==> src/rtl/lc3b_types.sv <==
// rtl/lc3b_types.sv - shared LC-3b datapath types and opcode classification helpers
package lc3b_types;

    typedef logic [15:0] lc3b_word;

    typedef enum logic [3:0] {
        op_br   = 4'b0000,
        op_add  = 4'b0001,
        op_ldb  = 4'b0010,
        op_stb  = 4'b0011,
        op_jsr  = 4'b0100,
        op_and  = 4'b0101,
        op_ldr  = 4'b0110,
        op_str  = 4'b0111,
        op_rti  = 4'b1000,
        op_not  = 4'b1001,
        op_ldi  = 4'b1010,
        op_sti  = 4'b1011,
        op_jmp  = 4'b1100,
        op_shf  = 4'b1101,
        op_lea  = 4'b1110,
        op_trap = 4'b1111
    } lc3b_opcode;

    typedef enum logic [1:0] {
        IDLE,
        IND,
        ACCESS,
        DONE
    } mem_state_t;

    function automatic logic is_mem_op(input lc3b_opcode op);
        return (op == op_ldr) || (op == op_ldb) || (op == op_ldi) ||
               (op == op_str) || (op == op_stb) || (op == op_sti);
    endfunction

    function automatic logic is_indirect_op(input lc3b_opcode op);
        return (op == op_ldi) || (op == op_sti);
    endfunction

    function automatic logic is_load_op(input lc3b_opcode op);
        return (op == op_ldr) || (op == op_ldb) || (op == op_ldi);
    endfunction

    function automatic logic is_byte_op(input lc3b_opcode op);
        return (op == op_ldb) || (op == op_stb);
    endfunction

endpackage

==> src/rtl/mem_byte_align.sv <==
// rtl/mem_byte_align.sv - byte-lane steering for stores and zero-extending byte loads
module mem_byte_align
    import lc3b_types::*;
(
    input  lc3b_opcode  opcode_i,
    input  logic        addr_lsb_i,
    input  lc3b_word    store_data_i,
    input  lc3b_word    rdata_i,
    output lc3b_word    wdata_o,
    output logic [1:0]  byte_enable_o,
    output lc3b_word    load_data_o
);

    always_comb begin
        wdata_o       = store_data_i;
        byte_enable_o = 2'b11;
        load_data_o   = rdata_i;
        if (opcode_i == op_stb) begin
            // Replicate the byte so either lane carries it; the enable picks the lane.
            wdata_o       = {store_data_i[7:0], store_data_i[7:0]};
            byte_enable_o = addr_lsb_i ? 2'b10 : 2'b01;
        end
        if (opcode_i == op_ldb) begin
            load_data_o = {8'h00, (addr_lsb_i ? rdata_i[15:8] : rdata_i[7:0])};
        end
    end

endmodule

==> src/rtl/register.sv <==
// rtl/register.sv - width-parameterised load-enable register with async active-low clear
module register #(
    parameter int unsigned WIDTH = 16
) (
    input  logic             clk,
    input  logic             reset_n,
    input  logic             load,
    input  logic [WIDTH-1:0] din,
    output logic [WIDTH-1:0] dout
);

    logic [WIDTH-1:0] data_q;

    always_ff @(posedge clk or negedge reset_n) begin
        if (!reset_n) begin
            data_q <= '0;
        end else if (load) begin
            data_q <= din;
        end
    end

    assign dout = data_q;

endmodule

==> src/rtl/mem_access_ctrl.sv <==
// rtl/mem_access_ctrl.sv - MEM-stage data-cache sequencer for LC-3b loads/stores incl. indirect
module mem_access_ctrl
    import lc3b_types::*;
(
    input  logic        clk,
    input  logic        reset_n,
    input  logic        mem_valid,
    input  lc3b_opcode  mem_opcode,
    input  lc3b_word    mem_address,
    input  lc3b_word    mem_store_data,
    input  logic        dmem_resp,
    input  lc3b_word    dmem_rdata,
    output logic        dmem_read,
    output logic        dmem_write,
    output lc3b_word    dmem_address,
    output lc3b_word    dmem_wdata,
    output logic [1:0]  dmem_byte_enable,
    output lc3b_word    mem_rdata,
    output logic        mem_stall
);

    mem_state_t  state_q;
    logic        read_q;
    logic        write_q;
    lc3b_word    addr_q;
    lc3b_word    wdata_q;
    logic [1:0]  be_q;

    lc3b_word    ptr_q;
    lc3b_word    ptr_d;
    logic        ptr_load;
    logic        rdata_load;

    lc3b_word    align_wdata;
    lc3b_word    align_load;
    logic [1:0]  align_be;

    logic        op_is_mem;
    logic        op_is_ind;
    logic        op_is_load;
    logic        op_is_byte;
    lc3b_word    word_addr;

    assign op_is_mem  = is_mem_op(mem_opcode);
    assign op_is_ind  = is_indirect_op(mem_opcode);
    assign op_is_load = is_load_op(mem_opcode);
    assign op_is_byte = is_byte_op(mem_opcode);
    assign word_addr  = {mem_address[15:1], 1'b0};

    mem_byte_align u_align (
        .opcode_i      (mem_opcode),
        .addr_lsb_i    (mem_address[0]),
        .store_data_i  (mem_store_data),
        .rdata_i       (dmem_rdata),
        .wdata_o       (align_wdata),
        .byte_enable_o (align_be),
        .load_data_o   (align_load)
    );

    // Pointer is only ever used as a word address, so bit 0 is dropped on capture.
    assign ptr_load = (state_q == IND) && dmem_resp;
    assign ptr_d    = {dmem_rdata[15:1], 1'b0};

    register #(.WIDTH(16)) u_ptr_reg (
        .clk     (clk),
        .reset_n (reset_n),
        .load    (ptr_load),
        .din     (ptr_d),
        .dout    (ptr_q)
    );

    assign rdata_load = (state_q == ACCESS) && dmem_resp && op_is_load;

    register #(.WIDTH(16)) u_rdata_reg (
        .clk     (clk),
        .reset_n (reset_n),
        .load    (rdata_load),
        .din     (align_load),
        .dout    (mem_rdata)
    );

    // Request fields are loaded on entry to IND/ACCESS and cleared on the final response.
    always_ff @(posedge clk or negedge reset_n) begin
        if (!reset_n) begin
            state_q <= IDLE;
            read_q  <= 1'b0;
            write_q <= 1'b0;
            addr_q  <= '0;
            wdata_q <= '0;
            be_q    <= 2'b00;
        end else begin
            case (state_q)
                IDLE: begin
                    if (mem_valid && op_is_mem) begin
                        if (op_is_ind) begin
                            state_q <= IND;
                            read_q  <= 1'b1;
                            write_q <= 1'b0;
                            addr_q  <= word_addr;
                            wdata_q <= mem_store_data;
                            be_q    <= 2'b11;
                        end else begin
                            state_q <= ACCESS;
                            read_q  <= op_is_load;
                            write_q <= !op_is_load;
                            addr_q  <= op_is_byte ? mem_address : word_addr;
                            wdata_q <= align_wdata;
                            be_q    <= align_be;
                        end
                    end
                end
                IND: begin
                    if (dmem_resp) begin
                        state_q <= ACCESS;
                        read_q  <= op_is_load;
                        write_q <= !op_is_load;
                        wdata_q <= align_wdata;
                        be_q    <= align_be;
                    end
                end
                ACCESS: begin
                    if (dmem_resp) begin
                        state_q <= DONE;
                        read_q  <= 1'b0;
                        write_q <= 1'b0;
                        addr_q  <= '0;
                        wdata_q <= '0;
                        be_q    <= 2'b00;
                    end
                end
                DONE: begin
                    state_q <= IDLE;
                end
                default: begin
                    state_q <= IDLE;
                end
            endcase
        end
    end

    assign dmem_read        = read_q;
    assign dmem_write       = write_q;
    assign dmem_address     = ((state_q == ACCESS) && op_is_ind) ? ptr_q : addr_q;
    assign dmem_wdata       = wdata_q;
    assign dmem_byte_enable = be_q;
    assign mem_stall        = mem_valid && op_is_mem && (state_q != DONE);

endmodule

==> config.mk <==
export PLATFORM = sky130hd
export DESIGN_NAME = mem_access_ctrl
export DESIGN_NICKNAME = d
export VERILOG_FILES = /design/src/rtl/lc3b_types.sv /design/src/rtl/mem_byte_align.sv /design/src/rtl/register.sv /design/src/rtl/mem_access_ctrl.sv
export SDC_FILE = /design/constraint.sdc
export NUM_CORES = 1
export LEC_CHECK = 0
export CORE_UTILIZATION = 40
export CTS_BUF_LIST = sky130_fd_sc_hd__clkbuf_8
export CTS_CLUSTER_SIZE = 40
export DETAILED_ROUTE_END_ITERATION = 7
export GPL_TIMING_DRIVEN = 0
export PLACE_DENSITY_LB_ADDON = 0.12
export SYNTH_ARGS = -nofsm -noshare
export SYNTH_HDL_FRONTEND = slang
export SYNTH_SLANG_ARGS = --single-unit
==> constraint.sdc <==
create_clock -name clk -period 2.07 [get_ports clk]
set_clock_uncertainty 0.2 [all_clocks]
set_input_delay 0.207 -clock clk [delete_from_list [all_inputs] [get_ports clk]]
set_output_delay 0.207 -clock clk [all_outputs]
set_load 0.01 [all_outputs]
==> impl_summary.log, run 1 <==
[metrics] setup TNS after final layout: -0.248 ns
[metrics] synthesized flop and latch total: 69
[metrics] worst hold-check path type: input pin to flop
[metrics] Pins Over Slew Limit: 0
[metrics] wire length of the first global-routing pass: 13400 µm
[metrics] Multi-input gate area: 1470 µm²
[metrics] height of the chip: 91.7 µm
[metrics] portion of the clock cycle consumed by the worst path in the final layout: 102%
[metrics] violated checks: negative setup slack
[metrics] starting density of the core: 41.5%
[metrics] leakage power: 2.33 nW
[metrics] xor and xnor fraction of the mapped netlist area: 0%
[metrics] number of instances in the synthesized netlist: 273
[metrics] buffer levels on the longest clock path: 2
[metrics] floorplan row count: 32
[metrics] number of global-route vias before repair: 2665
[metrics] clock slew at the register clock pins of the worst setup and hold paths: 0.08 ns
[metrics] highest metal layer with signal wires: met4
[metrics] total met2 wirelength after detailed routing: 3710 µm
[metrics] critical path startpoint category: flop
[metrics] Setup Viol. Count Final: 11
[metrics] Highest Clock Rate: 0.475 GHz
[metrics] Final HPWL DP: 5800 µm
[metrics] DR vias/cell: 4.99
[metrics] worst-path fanout max: 5
[metrics] Die Area: 8410 µm²
[metrics] area share of the largest cell type after synthesis: 53.6%
[metrics] crit path setup slack, layout: -0.0334 ns
[metrics] pin count of the biggest net entering global routing: 70
[metrics] unrepaired setup endpoints after global routing: true
[metrics] Clock Sinks: 69
[metrics] final net count: 463
[metrics] arithmetic-cell share of the synthesized area counting full adders, half adders and majority gates: 1.94%
[metrics] total power per unit cell area: 1460 nW/µm²
[metrics] fin crit period: 2.10 ns
[metrics] kind of critical path: flop to output pin
[metrics] count of TritonRoute iterations in the first routing pass: 5
[metrics] number of H-tree branching levels: 3
[metrics] grt total ovfl: 0
[metrics] top cells by area, synth: dfrtp_1 (54%), mux2_2 (14%), mux2i_1 (5.6%), nand2_1 (4.3%), a22o_1 (4.1%)
[metrics] post-route antenna net violation count: 0
[metrics] Final Hold Fails: 0
[metrics] WP data arrival: 1.70 ns
[metrics] number of warnings printed during yosys synthesis: 0
[metrics] combinational family with the most area after synthesis: multiplexers
[metrics] Iter 0 DRT Violations: 80
[metrics] max-cap violations: 0
[metrics] distinct cell type count of the synthesized netlist: 32
[metrics] largest area contributor in the synthesized netlist: dfrtp_1
[metrics] count of unresolved DRC violations after routing: 0
[metrics] data required time of the critical path: 1.66 ns
[metrics] number of input and output port buffers inserted: 108
[metrics] Total GRT Usage: 20.5%
[metrics] core footprint: 7770 µm²
[metrics] Finished Cell Area: 4930 µm²
[metrics] initial antenna violation count: 0
[metrics] fraction of layout cells with a size suffix above 1: 27.3%
[metrics] clock tree from TritonCTS: yes
[metrics] Inserted Diodes: 0
[metrics] placer's final routability congestion estimate: 0.781
[metrics] fraction of synthesized area in multiplexers: 20.7%
[metrics] number of filler instances in the final layout: 628
[metrics] Post-Syn Nets: 334
[metrics] Max-slew headroom: 42.5%
[metrics] mapped cell area: 3220 µm²
[metrics] post-synthesis compound-gate area fraction: 8.82%
[metrics] Critical Path End Type: output pin
[metrics] clock latency of the later-clocked register in the worst-skew pair: 0.33 ns
[metrics] Boundary Pins: 109
[metrics] fraction of the mapped netlist area in simple logic gates: 10.7%
[metrics] Layout Utilization: 63.5%
[metrics] layout-stage area growth over the synthesis result: 53.2%
[metrics] actual transition at the worst max-transition pin: 0.862 ns
[metrics] number of buffers inserted during clock tree synthesis: 9
[metrics] cell area after placement: 4430 µm²
[metrics] via count: 2538
[metrics] status: finished, violations left
[metrics] metal3 WL: 350 µm
[metrics] wire length per cell: 16.0 µm
[metrics] IR drop worst, VDD: 503 µV
[metrics] Synth Area per Inst: 11.8 µm²
[metrics] routed wire length: 8150 µm
[metrics] sequential-to-total area share from yosys stat: 53.6%
[metrics] sequential cell area: 1730 µm²
[metrics] x dimension of the die: 91.7 µm
[metrics] clock tree root driver cell: clkbuf_8
[metrics] wl on met1: 3970 µm
==> Yosys cell counts <==
| cell type | count |
|---|---|
| a21oi_1 | 1 |
| a22o_1 | 15 |
| a22o_4 | 1 |
| a31oi_1 | 1 |
| a41oi_1 | 1 |
| and2_1 | 1 |
| and2b_1 | 1 |
| and3b_1 | 2 |
| and4_1 | 2 |
| buf_2 | 8 |
| buf_4 | 3 |
| buf_6 | 2 |
| dfrtp_1 | 69 |
| ha_1 | 5 |
| inv_1 | 13 |
| mux2_1 | 1 |
| mux2_2 | 41 |
| mux2_4 | 1 |
| mux2i_1 | 18 |
| nand2_1 | 37 |
| nand2_2 | 2 |
| nand2b_1 | 1 |
| nand3_1 | 16 |
| nand3_2 | 2 |
| nand4_1 | 1 |
| nand4bb_1 | 1 |
| nor2_1 | 4 |
| nor2b_1 | 1 |
| o21ai_0 | 19 |
| o21ai_1 | 1 |
| o22ai_1 | 1 |
| o2bb2ai_1 | 1 |
==> layout make-up <==
| cell class | count | share of cell area, % |
|---|---|---|
| repair buffers | 119 | 25.0 |
| clock buffers | 10 | 2.79 |
| well taps | 102 | 2.59 |
| plain buffers | 12 | 1.90 |
| flip-flops and latches | 69 | 35.0 |
| multi-input cells | 178 | 29.9 |
| inverters | 13 | 0.989 |
| clock inverters | 6 | 1.90 |
==> cell families after synthesis <==
kind of cell               Yosys count
adders and majority gates            5
buffers and inverters               26
DFF                                 69
and+or+nand+nor                     71
muxes                               61
AOI/OAI and AO/OA                   41
==> worst max-delay path, stage by stage (launching register included) <==
cell and delay, ns:
dfrtp_1 0.40, buf_6 0.13, ha_4 0.17, nand2_8 0.08, buf_8 0.12, mux2_2 0.34, buf_6 0.12
==> layout by cell type, fill, tap and decap left out, types with 2 or more instances in the layout <==
master	netlist	final
and4_1	2	2
o21ai_0	19	19
dlygate4sd2_1	0	4
buf_2	8	7
buf_6	2	20
mux2i_1	18	18
ha_4	0	3
buf_4	3	7
ha_1	5	2
inv_1	13	12
clkdlybuf4s50_1	0	87
mux2_2	41	32
dfrtp_1	69	69
nand3_1	16	16
nand3_2	2	2
inv_6	0	2
buf_8	0	2
buf_12	0	2
bufinv_16	0	2
a22o_1	15	15
mux2_4	1	10
nor2_1	4	2
nand2_1	37	37
clkbuf_8	0	10
==> stage by stage <==
| step | setup WS, ns | power [W] | hold slack, ns | instances |
|---|---|---|---|---|
| after floorplan | 0.187 | 0.00400 | -0.289 | 273 |
| after global placement | -1.82 | 0.00532 | 0.249 | 483 |
| after detailed placement | -0.566 | 0.00539 | 0.181 | 483 |
| after CTS | -0.0670 | 0.00707 | 0.237 | 509 |
| after global routing | -0.0826 | 0.00765 | 0.244 | 509 |
| final | -0.0334 | 0.00720 | 0.246 | 509 |
==> per-layer routing <==
metal  track usage, %  up-vias
met3             3.40       12
met2             31.5       78
met4             8.33        0
met1             28.9     1226
li1                 -     1222
met5                0        -
==> path summary, 6_finish.rpt <==
| kind | start | end | slack, ns | cells after the start |
|---|---|---|---|---|
| hold reg to reg | u_rdata_reg.dout[12]$_DFFE_PN0P_ | u_rdata_reg.dout[12]$_DFFE_PN0P_ | 0.26 | 2 |
| setup reg to reg | state_q[1]$_DFFE_PN0P_ | dmem_wdata[11]$_DFFE_PN0P_ | 0.02 | 7 |
| min in group asynchronous | reset_n | dmem_wdata[10]$_DFFE_PN0P_ | 0.32 | 2 |
| max in group asynchronous | reset_n | addr_q[15]$_DFFE_PN0P_ | 0.79 | 2 |
| hold / removal | mem_store_data[2] | dmem_wdata[2]$_DFFE_PN0P_ | 0.25 | 3 |
| setup / recovery | state_q[1]$_DFFE_PN0P_ | dmem_address[7] | -0.03 | 6 |
==> sequential cells by signal, indices dropped and copies added (netlist names) <==
signal / flops
addr_q: 16
dmem_byte_enable: 2
dmem_read: 1
dmem_wdata: 16
dmem_write: 1
state_q: 2
u_ptr_reg.dout: 15
u_rdata_reg.dout: 16
==> power breakdown <==
group / leakage [nW] / switching, W / internal, W
combinational: 1.34 / 0.00154 / 0.00214
clock: 0.113 / 0.000553 / 0.000722
sequential: 0.880 / 0.000324 / 0.00193
total: 2.33 / 0.00241 / 0.00479
==> timing repair <==
item | in CTS | in global routing
setup buffers | 7 | 1
cloned | 2 | 0
pin swaps | 2 | 2
gates resized for setup | 94 | 27
endpoints found under the hold margin | 69 | 0
hold buffers | 1 | 0
endpoints found under the setup margin | 22 | 55
No activity file was read; power rests on OpenSTA's default activity.
==> run 2: changes to the inputs <==
- CORE_UTILIZATION: 40 -> 25
==> run 2 against run 1 <==
Wire length increased by 19%. Critical endpoint is now dmem_wdata[13]$_DFFE_PN0P_. The run ends with design-rule violations, negative setup slack left. Register-to-register slack got worse by 0.05 ns. Cell count increased by 16%. Core utilization decreased by 22 points. Clock-buffer cell count increased by 1. Global-route usage decreased by 6.0 points. First-iteration DRC count increased by 45%. Non-clock buffer count increased by 12. Via count increased by 1.7%. Setup slack improved by 0.0030 ns. Power increased by 9.8%. Critical path depth increased by 2.
==> impl_summary.log, run 2 (same netlist as run 1, synthesis figures left out) <==
[metrics] status: finished, violations left
[metrics] violated checks: design-rule violations, negative setup slack
[metrics] Boundary Pins: 109 (unchanged)
[metrics] clock slew at the register clock pins of the worst setup and hold paths: 0.07 ns (about the same)
[metrics] Inserted Diodes: 0 (unchanged)
[metrics] DR vias/cell: 4.37 (-12%)
[metrics] grt total ovfl: 0 (unchanged)
[metrics] buffer levels on the longest clock path: 2 (unchanged)
[metrics] clock latency of the later-clocked register in the worst-skew pair: 0.34 ns (about the same)
[metrics] most common cell after layout, fill and taps aside: clkdlybuf4s50_1
[metrics] non-filler instance count after layout: 591 (+16%)
[metrics] R2R Path Start: state_q[1]$_DFFE_PN0P_
[metrics] initial antenna violation count: 0 (unchanged)
[metrics] placer's final routability congestion estimate: 0.732 (-6.3%)
[metrics] Critical Path End Type: flop
[metrics] count of unresolved DRC violations after routing: 2 (+2)
[metrics] wire length per cell: 16.4 µm (+2.6%)
[metrics] Pins Over Slew Limit: 0 (unchanged)
[metrics] worst-path fanout max: 5 (unchanged)
[metrics] final net count: 475 (+2.6%)
[metrics] Die Area: 13300 µm² (+59%)
[metrics] number of H-tree branching levels: 3 (unchanged)
[metrics] wire length of the first global-routing pass: 14200 µm (+5.8%)
[metrics] kind of critical path: flop to flop
[metrics] Iter 0 DRT Violations: 116 (+45%)
[metrics] number of buffers inserted during clock tree synthesis: 9 (unchanged)
[metrics] top library cells by usage in the layout, fill and taps aside: clkdlybuf4s50_1 (87), dfrtp_1 (69), nand2_1 (34)
[metrics] Max-slew headroom: 72.7% (+30 points)
[metrics] number of global-route vias before repair: 2610 (-2.1%)
[metrics] post-route antenna net violation count: 0 (unchanged)
[metrics] core footprint: 12600 µm² (+62%)
[metrics] routed wire length: 9710 µm (+19%)
[metrics] critical path startpoint category: flop
[metrics] clock tree root driver cell: clkbuf_8
[metrics] actual transition at the worst max-transition pin: 0.409 ns (-0.453 ns)
[metrics] Worst Setup Slack post-DPL: -0.564 ns (+0.00183 ns)
[metrics] fraction of layout cells with a size suffix above 1: 32.2% (+4.9 points)
[metrics] library cell contributing the largest single delay on the critical path: dfrtp_1
[metrics] x dimension of the die: 116 µm (+26%)
[metrics] clock tree from TritonCTS: yes
[metrics] Final HPWL DP: 6630 µm (+14%)
[metrics] maximum single-stage delay on the critical path: 0.40 ns (about the same)
[metrics] IR drop worst, VDD: 405 µV (-19%)
[metrics] Setup Viol. Count Final: 12 (+1)
[metrics] floorplan row count: 41 (+28%)
[metrics] Final Hold Fails: 0 (unchanged)
[metrics] WP data arrival: 2.13 ns (+0.43 ns)
[metrics] unrepaired setup endpoints after global routing: true
[metrics] data required time of the critical path: 2.10 ns (+0.44 ns)
[metrics] post-layout total power: 0.00791 W (+9.8%)
[metrics] layout-stage area growth over the synthesis result: 63.4%
[metrics] portion of the clock cycle consumed by the worst path in the final layout: 101% (-0.15 points)
[metrics] via count: 2580 (+1.7%)
[metrics] pin count of the biggest net entering global routing: 43 (-39%)
[metrics] Post-Place Cells: 554 (+15%)
[metrics] worst hold-check path type: input pin to async pin
[metrics] number of input and output port buffers inserted: 108 (unchanged)
[metrics] beginning of the critical path: state_q[1]$_DFFE_PN0P_
[metrics] Layout Utilization: 41.9% (-22 points)
[metrics] leakage power: 2.47 nW (+5.9%)
[metrics] setup TNS after final layout: -0.254 ns (-0.00658 ns)
[metrics] total power per unit cell area: 1500 nW/µm² (+2.9%)
[metrics] Highest Clock Rate: 0.476 GHz (+0.14%)
[metrics] crit-path cells: buf_6 > clkinvlp_4 > ha_4 > o22ai_2 > a21oi_2 > buf_6 > buf_8 > mux2_4
[metrics] fin crit period: 2.10 ns (-0.00303 ns)
[metrics] crit path setup slack, layout: -0.0303 ns (+0.00303 ns)
[metrics] count of TritonRoute iterations in the first routing pass: 6 (+1)
[metrics] crit-path most repeated cell: buf_6
[metrics] starting density of the core: 25.6% (-16 points)
[metrics] number of filler instances in the final layout: 1249 (+99%)
[metrics] Clock Sinks: 69 (unchanged)
[metrics] height of the chip: 116 µm (+26%)
[metrics] Total GRT Usage: 14.5% (-6.0 points)
[metrics] max-cap violations: 0 (unchanged)
## run 2: changes by cell type in the layout (fill, tap and decap cells not counted), moves of 4 or more
| cell | change |
|---|---|
| buf_4 | +4 |
| buf_6 | +4 |
| mux2_2 | -11 |
| mux2_4 | +12 |
| nand3_1 | -5 |
| nand3_2 | +5 |
| o21ai_0 | -7 |
| o21ai_1 | +5 |
## run 2: report_power, final
part / internal [W] / total [W] / switching (W)
clock network: 0.000737 / 0.00126 / 0.000527
registers: 0.00193 / 0.00227 / 0.000335
logic: 0.00259 / 0.00438 / 0.00179
## run 2: stage by stage
step,hold slack (ns),cell area (µm²)
2_1_floorplan,-0.289,3220
3_3_place_gp,0.255,4520
3_5_place_dp,-0.0294,4540
4_1_cts,0.143,4940
5_1_grt,0.160,5260
6_report,0.134,5260
## run 2: layout make-up
| type | count | area [µm²] | share of cell area (%) |
|---|---|---|---|
| tap | 172 | 215 | 4.09 |
| timing repair buffer | 131 | 1370 | 26.1 |
| sequential | 69 | 1730 | 32.8 |
| inverter | 13 | 52.6 | 0.999 |
| clock buffer | 11 | 151 | 2.88 |
| multi-input combinational | 178 | 1560 | 29.7 |
| clock inverter | 5 | 73.8 | 1.40 |
| buffer | 12 | 108 | 2.04 |
## run 2: worst paths after layout
check                                                        end  slack (ns)  cells past startpoint
worst max-delay path                  dmem_wdata[13]$_DFFE_PN0P_       -0.03                      8
worst min-delay path                   dmem_wdata[6]$_DFFE_PN0P_        0.13                      2
worst max register to register        dmem_wdata[13]$_DFFE_PN0P_       -0.03                      8
worst min register to register  u_rdata_reg.dout[15]$_DFFE_PN0P_        0.27                      2
max in group asynchronous         u_ptr_reg.dout[13]$_DFFE_PN0P_        0.99                      3
min in group clk                       dmem_wdata[4]$_DFFE_PN0P_        0.24                      3
## run 2: what timing repair did
item	in CTS	in global routing
pin swaps	2	7
gates resized for setup	93	70
gates cloned	2	2
endpoints found under the setup margin	28	56
hold endpoints to repair	69	0
hold buffers	1	0
buffers inserted	11	6
## run 2: critical path: cells and delay by family (launching register included)
family / cells / cell delay (ns)
compound gates: 2 / 0.21
fa+ha+maj: 1 / 0.34
buf+inv: 4 / 0.55
flops: 1 / 0.40
mux: 1 / 0.30
## run 2: routing by layer
metal	share of wire (%)	vias to the layer above	track usage [%]
li1	-	1245	-
met1	46	1233	18.9
met2	47	91	23.1
met3	6.6	11	3.97
met4	1.3	0	5.19
met5	0	-	0
==> run 3: changes to the inputs <==
- ABC_AREA: unset -> 0
- CTS_CLUSTER_DIAMETER: unset -> 60
==> results of run 3 <==
The final DEF is identical to that of run 2; final timing and power are the same.
